**config.mk**
```make
export PLATFORM = sky130hd
export DESIGN_NAME = mem_stage
export DESIGN_NICKNAME = d
export VERILOG_FILES = /design/src/rtl/dlx_pkg.sv /design/src/rtl/mem_timeout_counter.sv /design/src/rtl/mem_stage.sv
export SDC_FILE = /design/constraint.sdc
export NUM_CORES = 1
export LEC_CHECK = 0
export CELL_PAD_IN_SITES_DETAIL_PLACEMENT = 1
export CELL_PAD_IN_SITES_GLOBAL_PLACEMENT = 1
export CORE_ASPECT_RATIO = 1.25
export CORE_UTILIZATION = 24
export CTS_BUF_LIST = sky130_fd_sc_hd__clkbuf_4 sky130_fd_sc_hd__clkbuf_8 sky130_fd_sc_hd__clkbuf_16
export DETAILED_ROUTE_END_ITERATION = 6
export PLACE_DENSITY_LB_ADDON = 0.25
export SLEW_MARGIN = 10
export SYNTH_ARGS = -nofsm -noshare
export SYNTH_HDL_FRONTEND = slang
export SYNTH_HIERARCHICAL = 1
export SYNTH_SLANG_ARGS = --single-unit
```
**constraint.sdc**
```tcl
create_clock -name clk -period 4.6 [get_ports clk]
set_input_delay 0.46 -clock clk [delete_from_list [all_inputs] [get_ports clk]]
set_output_delay 0.46 -clock clk [all_outputs]
set_load 0.02 [all_outputs]
```
**src/rtl/dlx_pkg.sv**
```systemverilog
// rtl/dlx_pkg.sv - shared DLX definitions: memory FSM states, register index width, defaults
//
// Purpose : types and constants shared by the MEM stage and its helpers.
// Contents: mem_state_e   - MEM access FSM states (IDLE, WAIT, ABORT)
//           REG_IDX_W     - register index width
//           R0            - index of the hard-wired zero register
//           DEFAULT_TIMEOUT - default un-acknowledged request cycles before abort
package dlx_pkg;

  localparam int REG_IDX_W       = 5;
  localparam int DEFAULT_TIMEOUT = 16;

  localparam logic [REG_IDX_W-1:0] R0 = '0;

  typedef enum logic [1:0] {
    MEM_IDLE  = 2'd0,
    MEM_WAIT  = 2'd1,
    MEM_ABORT = 2'd2
  } mem_state_e;

endpackage

```
**src/rtl/mem_timeout_counter.sv**
```systemverilog
// rtl/mem_timeout_counter.sv - wait-cycle counter for the MEM stage data access
//
// Purpose : counts WAIT cycles without acknowledge and flags the cycle in
//           which the count reaches TIMEOUT-1.
// Ports   : clk, reset_n - clock, synchronous active-low reset
//           clear_i      - restart count at 0 (entering WAIT)
//           enable_i     - WAIT cycle without acknowledge, count up
//           expired_o    - this enabled cycle brings the count to TIMEOUT-1
module mem_timeout_counter #(
  parameter int TIMEOUT = 16
) (
  input  logic clk,
  input  logic reset_n,
  input  logic clear_i,
  input  logic enable_i,
  output logic expired_o
);

  localparam int CW = $clog2(TIMEOUT) + 1;
  // The request cycle in IDLE already counts as one stalled cycle, so the
  // last WAIT cycle is the one holding TIMEOUT-2; its increment reaches TIMEOUT-1.
  localparam logic [CW-1:0] LAST = CW'(TIMEOUT - 2);

  logic [CW-1:0] cnt_q, cnt_d;

  always_comb begin
    cnt_d = cnt_q;
    if (clear_i) begin
      cnt_d = '0;
    end else if (enable_i) begin
      cnt_d = cnt_q + 1'b1;
    end
  end

  always_ff @(posedge clk) begin
    if (!reset_n) begin
      cnt_q <= '0;
    end else begin
      cnt_q <= cnt_d;
    end
  end

  assign expired_o = enable_i & (cnt_q == LAST);

endmodule

```
**src/rtl/mem_stage.sv**
```systemverilog
// rtl/mem_stage.sv - DLX MEM pipeline stage with data-bus handshake, timeout and writeback register
//
// Purpose : issues load/store accesses on the data bus, stalls the pipeline
//           while an access is outstanding, aborts after TIMEOUT stalled
//           cycles, and registers the writeback bundle.
// Ports   : clk, reset_n                      - clock, synchronous active-low reset
//           ALU_out_MEM, S2_MEM, Rd_MEM       - EX result/address, store data, destination
//           d_write_enable_MEM, d_load_enable_MEM - store / load in MEM
//           d_req, d_we, d_addr, d_wdata      - data-bus request side
//           d_ack, d_rdata                    - data-bus completion side
//           stall_MEM                         - freeze upstream stages and PC
//           ALU_out_MEM_backward, Rd_MEM_backward - forwarding path to EX
//           Res_WB, Rd_WB, reg_we_WB          - registered writeback bundle
//           mem_err                           - one-cycle pulse on access timeout
module mem_stage
  import dlx_pkg::*;
#(
  parameter int TIMEOUT = DEFAULT_TIMEOUT
) (
  input  logic                 clk,
  input  logic                 reset_n,
  input  logic [31:0]          ALU_out_MEM,
  input  logic [31:0]          S2_MEM,
  input  logic                 d_write_enable_MEM,
  input  logic                 d_load_enable_MEM,
  input  logic [REG_IDX_W-1:0] Rd_MEM,
  output logic                 d_req,
  output logic                 d_we,
  output logic [31:0]          d_addr,
  output logic [31:0]          d_wdata,
  input  logic                 d_ack,
  input  logic [31:0]          d_rdata,
  output logic                 stall_MEM,
  output logic [31:0]          ALU_out_MEM_backward,
  output logic [REG_IDX_W-1:0] Rd_MEM_backward,
  output logic [31:0]          Res_WB,
  output logic [REG_IDX_W-1:0] Rd_WB,
  output logic                 reg_we_WB,
  output logic                 mem_err
);

  mem_state_e state_q, state_d;
  logic       mem_op;
  logic       cnt_clr, cnt_en, cnt_expired;

  logic [31:0]          res_q, res_d;
  logic [REG_IDX_W-1:0] rd_q, rd_d;
  logic                 we_q, we_d;

  assign mem_op    = d_load_enable_MEM | d_write_enable_MEM;
  assign d_req     = mem_op & (state_q != MEM_ABORT);
  assign d_we      = d_write_enable_MEM;
  assign d_addr    = ALU_out_MEM;
  assign d_wdata   = S2_MEM;
  assign stall_MEM = d_req & ~d_ack;
  assign mem_err   = (state_q == MEM_ABORT);

  assign ALU_out_MEM_backward = ALU_out_MEM;
  // Load data only exists after the bus answers, so a load must not be
  // offered to EX as a forwarding source.
  assign Rd_MEM_backward      = d_load_enable_MEM ? R0 : Rd_MEM;

  mem_timeout_counter #(
    .TIMEOUT (TIMEOUT)
  ) u_timeout (
    .clk       (clk),
    .reset_n   (reset_n),
    .clear_i   (cnt_clr),
    .enable_i  (cnt_en),
    .expired_o (cnt_expired)
  );

  always_comb begin
    state_d = state_q;
    cnt_clr = 1'b0;
    cnt_en  = 1'b0;
    unique case (state_q)
      MEM_IDLE: begin
        if (stall_MEM) begin
          state_d = MEM_WAIT;
          cnt_clr = 1'b1;
        end
      end
      MEM_WAIT: begin
        if (!d_req || d_ack) begin
          state_d = MEM_IDLE;
        end else begin
          cnt_en = 1'b1;
          if (cnt_expired) begin
            state_d = MEM_ABORT;
          end
        end
      end
      MEM_ABORT: state_d = MEM_IDLE;
      default:   state_d = MEM_IDLE;
    endcase
  end

  always_ff @(posedge clk) begin
    if (!reset_n) begin
      state_q <= MEM_IDLE;
    end else begin
      state_q <= state_d;
    end
  end

  // Stalled cycles push a bubble into WB while keeping the last result.
  always_comb begin
    res_d = res_q;
    rd_d  = R0;
    we_d  = 1'b0;
    if (!stall_MEM) begin
      res_d = d_load_enable_MEM ? d_rdata : ALU_out_MEM;
      rd_d  = Rd_MEM;
      we_d  = ~d_write_enable_MEM & (Rd_MEM != R0) & (state_q != MEM_ABORT);
    end
  end

  always_ff @(posedge clk) begin
    if (!reset_n) begin
      res_q <= '0;
      rd_q  <= R0;
      we_q  <= 1'b0;
    end else begin
      res_q <= res_d;
      rd_q  <= rd_d;
      we_q  <= we_d;
    end
  end

  assign Res_WB    = res_q;
  assign Rd_WB     = rd_q;
  assign reg_we_WB = we_q;

endmodule

```
Yosys cells after proc, flatten, opt, wreduce, memory -nomap -nowiden
Index checks and enable logic that the tools add are counted.

Flip-flop bits (word level): 45. Input bits: 106.

Add/subtract/negate cells: 1. Equal/unequal tests: 6. Mux-type cells: 10. Bitwise operators: 9. Reduce and logical (&&, ||, !) cells: 7.

Operators by type and width (count): two-way mux 32 bit (1); two-way mux 2 bit (3); adder 5 x 1 -> 5 bit, second input constant (1); AND 1 bit (5); equality test 5 x 4 -> 1 bit, second input constant (1); two-way mux 5 bit (1); nonzero test 5 bit (1); two-way mux 1 bit (4); inequality test 2 bit, second input constant (2); case mux 2 bit (2 select lines) (1); OR reduction 2 bit (2); inequality test 3 bit, second input constant (1); inverter 1 bit (3); equality test 2 x 1 -> 1 bit, second input constant (1); equality test 2 bit, second input constant (1); logical NOT 2 bit (1); AND reduction 2 bit (1); logical NOT 1 bit (1); logical OR 1 bit (1); bitwise OR 1 bit (1).

Depth between registers and ports, before layout
Word-level depth: 10. Gate-level depth with buffers: 12.

Cells and area by module
Netlist, hierarchy kept.

Modules (own cells, without submodules): mem_stage (instances 1, cells each 283, area an instance 2698.8 sq um); mem_timeout_counter (instances 1, cells each 27, area an instance 261.5 sq um).

Worst setup path before layout
OpenSTA, ideal clock, no wires.

Path type: input to register. Start point: input d_ack. End point: register state_q[0]. Library setup time: 121 ps. Data arrival time: 1898 ps. Data required time: 4479 ps. Path slack: 2581 ps. Stages: 11. Path through: clkbuf_1 -> or3_1 -> buf_6 -> buf_6 -> nor3b_2 -> buf_2 -> nand4_1 -> nor2_1 -> nand2_1 -> nand2_1 -> nor3_1.

Cells in the longest elaborated chain, start to end: 6. Elaborated cells between the ends (all ways): 11. Classes of those cells: eq/ne: 2; mux: 4; bitwise: 3; reduce/logical: 2.

RTL lines: start: declaration (RTL line mem_stage.sv:31) `input logic d_ack,`; logical OR 1 bit (RTL line mem_stage.sv:85) `if (!d_req || d_ack) begin`; two-way mux 1 bit (RTL line mem_stage.sv:85); two-way mux 1 bit (RTL line mem_stage.sv:77) `unique case (state_q)`; named net cnt_en (RTL line mem_stage.sv:44) `logic cnt_clr, cnt_en, cnt_expired;`; AND 1 bit (RTL line mem_timeout_counter.sv:43) `assign expired_o = enable_i & (cnt_q == LAST);`; named net cnt_expired (RTL line mem_stage.sv:44); inequality test 3 bit (no source line); AND reduction 2 bit (no source line); end signal: assignment (RTL line mem_stage.sv:103) `state_q <= state_d;`; end: declaration (RTL line mem_stage.sv:42) `mem_state_e state_q, state_d;`.

The timed path passes the listed nets, and every way through them passes these cells. A chain may end at the register's enable or synchronous reset.

Worst setup path in the final report
Start point: input d_write_enable_MEM. End point: output stall_MEM.

Cells in the longest elaborated chain, start to end: 3.

RTL lines: start: declaration (RTL line mem_stage.sv:24) `input logic d_write_enable_MEM,`; bitwise OR 1 bit (RTL line mem_stage.sv:50) `assign mem_op = d_load_enable_MEM | d_write_enable_MEM;`; AND 1 bit (RTL line mem_stage.sv:51) `assign d_req = mem_op & (state_q != MEM_ABORT);`; AND 1 bit (RTL line mem_stage.sv:55) `assign stall_MEM = d_req & ~d_ack;`; end: declaration (RTL line mem_stage.sv:33) `output logic stall_MEM,`.

Every way passes these cells.

==> metrics.md <==
| Metric | Value |
|---|---|
| Mapped Cells | `310` |
| Post-DP HPWL | `6.274 mm` |
| Via density | `4.528` |
| Net Sw Frac | `0.2799` |
| Switching power | `343.4 uW` |
| Gpl congestion | `0.6353` |
| Synthesized Nets | `418` |
| First-pass GRT wire length | `13.50 mm` |
| Final number of max-transition violations | `0` |
| Port Buf Inserts | `184` |
| Number of max-cap violations | `0` |
| Area Overhead vs Synth | `47.08%` |
| FILL cells | `1367` |
| Yosys cell types | `26` |
| FF/Latch Area | `900.9 sq um` |
| Overflow after GRT | `0` |
| Hold WC Path Type | `register to register` |
| Post-route ant nets | `0` |
| Worst IR Drop VDD | `0.0001680 V` |
| Largest net degree at the start of global routing | `46` |
| Htree depth | `2` |
| Met2 GRT Util | `0.2545` |
| Post-CTS Setup Bufs | `0` |
| Top cell type's share of synthesized area | `0.3043` |
| DRC viols | `0` |
| Buffer levels on the longest clock path | `2` |
| Vias after detailed routing | `2486` |
| Avg Cell Area, Syn | `9.549 sq um` |
| Worst skew pair latency | `0.29 ns` |
| Post-DP Area | `4178 sq um` |
| Rel. slew slack | `0.4461` |
| Diode count | `0` |
| Final instance area | `4354 sq um` |
| WP data arrival | `2.63 ns` |
| DR iter-0 viols | `63` |
| Final worst path period need | `3.088 ns` |
| Final Hold Fails | `0` |
| Total track usage | `0.1343` |
| Yosys warning total | `6` |
| Share of cells above drive strength 1 | `0.04935` |
| Crit path capture type | `output port` |
| Highest-count cells in the layout ignoring fill and taps | `182 x clkdlybuf4s50_1, 45 x dfxtp_1, 34 x mux2i_1` |
| CTS tree | `done` |
| CTS clk-pin slew, worst paths | `0.06 ns` |
| Leakage | `1.932 nW` |
| GR peak layer | `met2` |
| Worst-Margin Slew | `0.8308 ns` |
| Status | `completed` |
| CP Class | `input port to output port` |
| Site row count | `45` |
| Root Buffer | `clkbuf_16` |
| Period utilization | `0.6713` |
| Initial antenna violation count | `0` |
| P per Cell Area | `281.8 nW/um^2` |
| Avg WL per Cell | `15.81 microns` |
| Register area share after synthesis | `0.3043` |
| Hold-fix buffers at CTS | `0` |
| Clock Skews | `0.003097 ns` |
| Starting Density | `0.2445` |
| Final setup vio count | `0` |
| Pint | `883.4 uW` |
| DR pass1 iterations | `4` |
| Ports | `249` |
| Area of the multi-input gates | `1195 sq um` |
| Grt met3 use | `0.03219` |
| CP delay by family, top | `buffers and inverters` |
| Die ar. | `12790 sq um` |
| Die Y | `126.2 microns` |
| Crit Path Max Fanout | `35` |
| Crit path cell chain | `clkdlybuf4s50_1, nor2_4, or3_2, buf_4, inv_1, clkdlybuf4s50_1` |
| Final core occ | `0.3597` |
| Leading cell type in the layout, fill and taps excluded | `clkdlybuf4s50_1` |
| Nets@finish | `492` |
| Worst path slowest cell | `clkdlybuf4s50_1` |
| Vias in the first global route | `2619` |
| Worst path max stage delay | `0.60 ns` |
| Core Footprint | `12110 sq um` |
| CP Buf/Inv Count | `4` |
| Area contributors post-synth | `dfxtp_1 30%, buf_4 25%, mux2i_1 11%` |
| Global routing usage on met1 | `0.1374` |
| Crit path launch type | `input port` |
| RSZ-0062 raised after global routing | `no` |
| Setup_tns | `0 ns` |
| CTS Buf Count | `5` |
| Chip width | `101.3 microns` |
| Cell Area, Synth | `2960 sq um` |
| Flop pwr share | `0.352` |
| Max frequency | `323.9 MHz` |
| Detailed Route WL | `8.678 mm` |
| Crit path required time | `4.14 ns` |
| Clock Sinks | `45` |
| CTS resizes | `0` |
| Most frequent CP cell | `clkdlybuf4s50_1` |
| Logic gate share of total power | `0.298` |
| Cell accounting for the most synthesized area | `dfxtp_1` |
| Clk pwr share | `0.350` |
| Yosys reg bits | `45` |
| R2R Setup Slk | `2.42 ns` |
power groups by stage:
| stage | Clock, mW | Sequential [mW] | Combinational [mW] |
|---|---|---|---|
| 4_1_cts | 0.450 | 0.432 | 0.373 |
| 3_3_place_gp | 0 | 0.439 | 0.369 |
| 5_1_grt | 0.460 | 0.435 | 0.390 |
| 3_5_place_dp | 0 | 0.440 | 0.371 |
| 6_report | 0.429 | 0.431 | 0.366 |
| 2_1_floorplan | 0 | 0.471 | 0.216 |
cell usage after synthesis:
master    count
buf_4        97
dfxtp_1      45
mux2i_1      34
o211a_1      32
o31ai_1      32
clkbuf_1     14
and3_1        6
buf_6         6
nor2_1        6
nor2b_1       6
buf_2         5
nor3_1        4
nand3b_1      3
nand4_1       3
a211oi_1      2
ha_1          2
inv_1         2
nand2_1       2
or3b_1        2
a21bo_1       1
a21oi_1       1
nand2b_1      1
nand3_1       1
nor3b_2       1
or3_1         1
xnor2_1       1
per-layer routing:
metal  vias up  share of wire
li1       1157              -
met1      1201           0.37
met2       104           0.53
met3        24          0.069
met4         0          0.028
met5         -              0
area by class of cell:
type	instances	area share
inverters	2	0.001724
clock inverters	2	0.008621
well taps	164	0.04713
multi-input cells	141	0.2744
flip-flops and latches	45	0.2069
clock buffers	6	0.03190
repair buffers	189	0.4293
path summary, 6_finish.rpt:
kind	to	from	cells after the start
worst max-delay path	stall_MEM	d_write_enable_MEM	6
worst min-delay path	Res_WB[9]$_SDFFE_PN0N_	Res_WB[9]$_SDFFE_PN0N_	1
worst max register to register	state_q[1]$_SDFFE_PN0P_	state_q[1]$_SDFFE_PN0P_	7
worst min register to register	Res_WB[9]$_SDFFE_PN0N_	Res_WB[9]$_SDFFE_PN0N_	1
kinds of logic (layout without fill, tap and decap cells):
| group | Yosys count | in the layout | synth area share |
|---|---|---|---|
| adders and majority gates | 2 | 2 | 0.008452 |
| xor gates and xnor gates | 1 | 1 | 0.002959 |
| DFF | 45 | 45 | 0.3043 |
| and+or+nand+nor | 36 | 36 | 0.07228 |
| AOI/OAI and AO/OA | 68 | 68 | 0.1995 |
| muxes | 34 | 34 | 0.1150 |
| buffers and inverters | 124 | 199 | 0.2975 |
through the flow:
stage | setup slack, ns | cells | power, mW | hold slack (ns)
finish | 1.512 | 549 | 1.227 | 0.4981
global route | 1.410 | 549 | 1.286 | 0.5193
CTS | 1.477 | 549 | 1.254 | 0.5037
detailed placement | 1.488 | 541 | 0.8116 | 0.4876
global placement | 1.513 | 541 | 0.8080 | 0.4804
floorplan | 2.581 | 310 | 0.6869 | 0.4601
flip-flops by register name, summed over array words and instances (netlist names):
signal / flops
Res_WB: 32
Rd_WB: 5
u_timeout/cnt_q: 5
state_q: 2
reg_we_WB: 1
Note: power is estimated with default switching activity, not from simulation.
